**src/rtl/aes_key_sched_ctrl.sv**
```systemverilog
// Iterative AES-256 key-schedule controller: one shared key-step unit, sequenced r=1..7,
// 15 x 128-bit round-key store with a registered read port. Optional timeout: AES_KEY_SCHED_TIMEOUT_EN.
module aes_key_sched_ctrl #(
  parameter int NUM_ROUND_KEYS = 15,
  parameter int NUM_STEPS      = 7
`ifdef AES_KEY_SCHED_TIMEOUT_EN
  ,
  parameter int TIMEOUT_CYCLES = 64
`endif
) (
  input  logic           clk_i,
  input  logic           reset_i,
  input  logic           key_v_i,
  input  logic [0:255]   key_i,
  output logic           key_ready_o,
  output logic           step_v_o,
  output logic [0:255]   step_k_o,
  output logic [3:0]     step_r_o,
  input  logic           step_ready_i,
  input  logic           step_v_i,
  input  logic [0:255]   step_k_i,
  input  logic           rk_rd_v_i,
  input  logic [3:0]     rk_addr_i,
  output logic [0:127]   rk_data_o,
  output logic           rk_data_v_o,
  output logic           keys_valid_o,
  output logic           busy_o,
  output logic           err_o
);

  typedef enum logic [1:0] {
    IDLE = 2'd0,
    REQ  = 2'd1,
    WAIT = 2'd2,
    DONE = 2'd3
  } state_t;

  state_t       state;
  state_t       state_next;
  logic [3:0]   r;
  logic [3:0]   count;
  logic [0:255] cur_k;
  logic [0:127] rk [0:NUM_ROUND_KEYS-1];

  logic accept;
  logic step_done;
  logic last_step;
  logic timeout;

  assign accept    = key_v_i && ((state == IDLE) || (state == DONE));
  assign step_done = (state == WAIT) && step_v_i;
  assign last_step = (r == 4'(NUM_STEPS));

  // The step request is driven straight from the key-material and round registers.
  assign step_k_o = cur_k;
  assign step_r_o = r;

`ifdef AES_KEY_SCHED_TIMEOUT_EN
  localparam int TW = $clog2(TIMEOUT_CYCLES + 1);

  logic [TW-1:0] tmo_cnt;
  logic          err;

  assign timeout = (state == WAIT) && !step_v_i && (tmo_cnt == TW'(TIMEOUT_CYCLES - 1));
  assign err_o   = err;

  // Wait-cycle counter: held at zero in REQ so every WAIT visit starts fresh.
  always_ff @(posedge clk_i or posedge reset_i) begin
    if (reset_i) begin
      tmo_cnt <= {TW{1'b0}};
    end else if (state == REQ) begin
      tmo_cnt <= {TW{1'b0}};
    end else if ((state == WAIT) && !step_v_i) begin
      tmo_cnt <= tmo_cnt + TW'(1);
    end else begin
      tmo_cnt <= tmo_cnt;
    end
  end

  // Sticky timeout flag, cleared only by the next accepted key.
  always_ff @(posedge clk_i or posedge reset_i) begin
    if (reset_i) begin
      err <= 1'b0;
    end else if (accept) begin
      err <= 1'b0;
    end else if (timeout) begin
      err <= 1'b1;
    end else begin
      err <= err;
    end
  end
`else
  assign timeout = 1'b0;
  assign err_o   = 1'b0;
`endif

  // Next-state decode for the expansion sequencer.
  always_comb begin
    state_next = state;
    case (state)
      IDLE: begin
        if (key_v_i) begin
          state_next = REQ;
        end else begin
          state_next = IDLE;
        end
      end
      REQ: begin
        if (step_ready_i) begin
          state_next = WAIT;
        end else begin
          state_next = REQ;
        end
      end
      WAIT: begin
        if (step_v_i) begin
          state_next = last_step ? DONE : REQ;
        end else if (timeout) begin
          state_next = IDLE;
        end else begin
          state_next = WAIT;
        end
      end
      DONE: begin
        if (key_v_i) begin
          state_next = REQ;
        end else begin
          state_next = DONE;
        end
      end
      default: begin
        state_next = IDLE;
      end
    endcase
  end

  // Sequencer state, handshake outputs and round-key storage.
  always_ff @(posedge clk_i or posedge reset_i) begin
    if (reset_i) begin
      state        <= IDLE;
      r            <= 4'd0;
      count        <= 4'd0;
      cur_k        <= 256'h0;
      key_ready_o  <= 1'b1;
      step_v_o     <= 1'b0;
      busy_o       <= 1'b0;
      keys_valid_o <= 1'b0;
      for (int i = 0; i < NUM_ROUND_KEYS; i++) begin
        rk[i] <= 128'h0;
      end
    end else begin
      state       <= state_next;
      key_ready_o <= (state_next == IDLE) || (state_next == DONE);
      step_v_o    <= (state_next == REQ);
      busy_o      <= (state_next == REQ) || (state_next == WAIT);
      if (accept) begin
        rk[0]        <= key_i[0:127];
        rk[1]        <= key_i[128:255];
        cur_k        <= key_i;
        count        <= 4'd2;
        r            <= 4'd1;
        keys_valid_o <= 1'b0;
      end else if (step_done) begin
        cur_k                 <= step_k_i;
        rk[{r[2:0], 1'b0}]    <= step_k_i[0:127];
        if (last_step) begin
          // Final step contributes only the upper half (round key 14).
          count        <= 4'(NUM_ROUND_KEYS);
          keys_valid_o <= 1'b1;
        end else begin
          rk[{r[2:0], 1'b1}] <= step_k_i[128:255];
          count              <= count + 4'd2;
          r                  <= r + 4'd1;
        end
      end
    end
  end

  // Registered read port; validity uses the pre-update count, so a same-edge write reads invalid.
  always_ff @(posedge clk_i or posedge reset_i) begin
    if (reset_i) begin
      rk_data_o   <= 128'h0;
      rk_data_v_o <= 1'b0;
    end else if (rk_rd_v_i) begin
      if (rk_addr_i < 4'(NUM_ROUND_KEYS)) begin
        rk_data_o   <= rk[rk_addr_i];
        rk_data_v_o <= (rk_addr_i < count);
      end else begin
        rk_data_o   <= 128'h0;
        rk_data_v_o <= 1'b0;
      end
    end else begin
      rk_data_v_o <= 1'b0;
    end
  end

endmodule

```
**config.mk**
```make
export PLATFORM = sky130hd
export DESIGN_NAME = aes_key_sched_ctrl
export DESIGN_NICKNAME = d
export VERILOG_FILES = /design/src/rtl/aes_key_sched_ctrl.sv
export SDC_FILE = /design/constraint.sdc
export NUM_CORES = 2
export LEC_CHECK = 0
export ABC_AREA = 1
export BUFFER_PORTS_ARGS = -buffer_cell sky130_fd_sc_hd__buf_4
export CAP_MARGIN = 20
export CORE_AREA = 2 2 512 514
export DETAILED_ROUTE_END_ITERATION = 12
export DIE_AREA = 0 0 514 516
export SYNTH_ARGS = -nofsm -noshare
export SYNTH_HDL_FRONTEND = slang
export SYNTH_SLANG_ARGS = --single-unit
```
**constraint.sdc**
```tcl
create_clock -name clk_i -period 183.5 [get_ports clk_i]
set_clock_uncertainty 0.15 [all_clocks]
set_input_delay 9.175 -clock clk_i [delete_from_list [all_inputs] [get_ports clk_i]]
set_output_delay 9.175 -clock clk_i [all_outputs]
set_load 0.01 [all_outputs]
```
==> summary.txt <==
Clock network
  – CTS Buf Count: 277
  – CTS tree: yes
  – CTS Hold Buffers Added: 0
  – Root buffer cell: clkbuf_16
  – Worst-path clk slew: approximately 0.05 ns
  – # Post-CTS Setup Buffers: 0
  – Resize count post-CTS: 0
  – # H-tree levels: 5
  – Worst skew pair latency: 0.92 ns
  – Clock sinks: ~2,300
  – Clk buf depth: 4

Critical path
  – Reg2Reg Setup Slack: about 180 ns
  – Arr. time, crit path: 14.08 ns
  – Critical Path Slowest Stage Cell: buf_4
  – Delay-heaviest family, CP: buffers and inverters
  – CP Max Fanout: a little under 100
  – Critical Path Source Type: input port
  – Cell Chain, Critical Path: buf_4, inv_1, nor2_4, nor2_1, nand2_4, buf_4, buf_4, buf_4, o21ai_0
  – Critical path's largest stage delay: 0.85 ns
  – CP dominant cell by count: buf_4
  – Crit path kind: in2reg
  – Buffers & Inverters on Critical Path: 5
  – RR Startpoint: state[0]
  – Crit. End Element: flop
  – FF-to-FF End: rk[1213]
  – R2R cell count: 9
  – Worst endpoint required time: 184.04 ns

Timing
  – Minimum clock period: approximately 14 ns
  – Relative slew slack: approximately 22%
  – Setup_tns: 0 ns
  – Tcrit/Tclk final: 7.38%
  – Fin. Hold Viols: 0
  – Final setup vio count: 0
  – RSZ-0062 raised after global routing: no
  – Slew Limit Fails: 0
  – Achievable frequency: 73.9 MHz
  – Worst hold slack: 0.326 ns
  – Slew @ Worst Pin: 1.16 ns

Floorplanning
  – Core Area: 0.259 mm²
  – Die ar.: 0.265 mm²
  – I/O pin count: 916
  – Effective utilization at floorplan: 41.9%
  – Die Width: roughly 500 µm
  – FP Rows: 187
  – Die Ht: 516 µm

Layout
  – Area taken by multi-input logic gates: 0.0406 mm²
  – P&R area growth vs syn: 15.9%
  – # nets final: 15,200
  – Commonest non-fill, non-tap cell in the layout: nand2_1
  – Fraction of layout cells with a size suffix above 1: about a tenth
  – Commonest cells after routing, fill and taps aside: nand2_1, dfrtp_1, o21ai_0
  – # fillers: 25,800
  – Register area: 0.0580 mm²
  – Design Area, Final: around 0.13 mm²
  – Final Util: 48.6%

Yosys
  – Post-synthesis adder-cell area fraction: 0.115%
  – Largest family of logic cells by synthesized area: simple AND/OR/NAND/NOR gates
  – Synth Flop Type: dfrtp_1
  – Yosys cell types: 31
  – Mapped Nets: 14,800
  – Asr flop ratio synth: 100%
  – Syn Std Cell Area: 0.109 mm²
  – Post-synthesis xor/xnor area fraction: 0.0161%
  – Register area share after synthesis: 53.4%
  – Mux share of post-synthesis cell area: 0%
  – Syn_area_per_cell: 7.61 µm²
  – Compound-Gate Fraction of Synth Area: 11.1%
  – Post-synthesis simple-gate area fraction: 26.1%
  – Synthesized instance count: 14,300
  – Yosys reg bits: 2,319
  – Synth warnings: 0
  – EDFF count, synth: 0

Min path
  – Hold Crit Start: rk[1750]
  – Type of the tightest min-delay check: reg2reg
  – Hold depth: 2
  – Worst Hold End: rk[1750]

Place
  – Placer Congestion: 0.808
  – Dpl hpwl: between 200 and 250 mm
  – I/O Buffers: 914
  – Post-DP Area: 0.117 mm²

Flow run
  – Max_cap viols: 0

GRT
  – Overflow after GRT: 0
  – Busiest grt layer: met2
  – GR Util met1: 36.5%
  – Vias in the first global route: 90,200
  – GRT met3 Usage: 3.68%
  – Largest net degree at the start of global routing: 172
  – Initial antenna violation count: 11
  – GRT met2 Usage: a little over two fifths
  – GRT Resource Usage Total: 26.3%
  – First-pass GRT wire length: 548 mm

Drt
  – WL per Instance: 19.3 µm
  – Post-DRT Antenna Nets: 0
  – DR vias/cell: 5.15
  – DRT Pass-1 Iters: 6
  – Residual DRC: 0
  – First DRT Iteration DRCs: 8,300
  – Routed wire length: 353 mm
  – Vias after detailed routing: 93,900

Pwr
  – Final Power: approximately 1.7 mW
  – Leak: ~63 nW
  – PD cells: 13.2 mW/mm²
  – Worst VDD drop: 0.0000138 V

Outcome
  – Outcome: complete, no violations
[flip-flops by register name, indices dropped and copies added (netlist names)]
signal,count
state,2
count,4
rk,1920
key_ready_o,1
keys_valid_o,1
step_v_o,1
step_k_o,256
step_r_o,4
rk_data_o,128
rk_data_v_o,1
busy_o,1
[worst min-delay path, delay by kind of cell (launching register included)]
family,cells,cell delay [ns]
flops,1,0.34
simple gates,2,0.11
[final cells by class]
class	instances	area share [%]
clock buffer	410	6.45
tap	3402	3.38
timing repair buffer	1063	6.51
multi-input combinational	9376	32.3
clock inverter	53	0.405
sequential	2319	46.1
inverter	1615	4.86
antenna	6	0.0119
[layer usage]
metal  vias to the layer above  routed length (µm)
met2                      2766              163000
met1                     45200              158000
met3                       504               21800
li1                      45400                   -
met4                         2               10200
met5                         -                  13
[where the power goes]
group	total (mW)	switching [mW]	internal (mW)
Clock	0.533	0.217	0.316
Sequential	0.698	0.0629	0.635
Combinational	0.428	0.277	0.152
Total	1.66	0.556	1.10
[cells in the mapped netlist (all sizes together) (2+ instances only)]
| cell type | n | area, µm² |
|---|---|---|
| nor2 | 487 | 1840 |
| dfrtp | 2318 | 58000 |
| o22ai | 2 | 12.5 |
| o211ai | 91 | 683 |
| nand3b | 59 | 443 |
| buf | 422 | 2070 |
| a21oi | 230 | 1150 |
| nand2 | 5158 | 19400 |
| a31oi | 99 | 619 |
| nand3 | 1325 | 6630 |
| clkbuf | 535 | 2010 |
| nor3 | 4 | 25.0 |
| inv | 1615 | 6060 |
| ha | 10 | 125 |
| o21ai | 1903 | 9520 |
[how the worst max path moves through the flow]
stage / start / to / slack [ns] / cells past startpoint
after floorplan: reset_i / busy_o / 108.64 / 1
after CTS: key_v_i / rk[1213] / 170.11 / 9
after global routing: key_v_i / rk[1213] / 169.63 / 9
final: key_v_i / rk[1213] / 169.97 / 9
after detailed placement: key_v_i / rk[1213] / 169.18 / 9
after global placement: key_v_i / rk[1331] / 169.22 / 9
[cell families after synthesis]
group | count (synthesis)
xor gates and xnor gates | 2
buffers and inverters | 2572
AOI/OAI and AO/OA | 2329
adders and majority gates | 10
and+or+nand+nor | 7034
DFF | 2319
other | 1
[metrics by stage]
stage / worst slack (ns) / instances
6_report: 169.97 / 18200
5_1_grt: 169.63 / 18200
4_1_cts: 170.11 / 18200
3_5_place_dp: 169.18 / 17800
3_3_place_gp: 169.22 / 17800
2_1_floorplan: 108.64 / 14300
(Power assumes the default switching activity.)
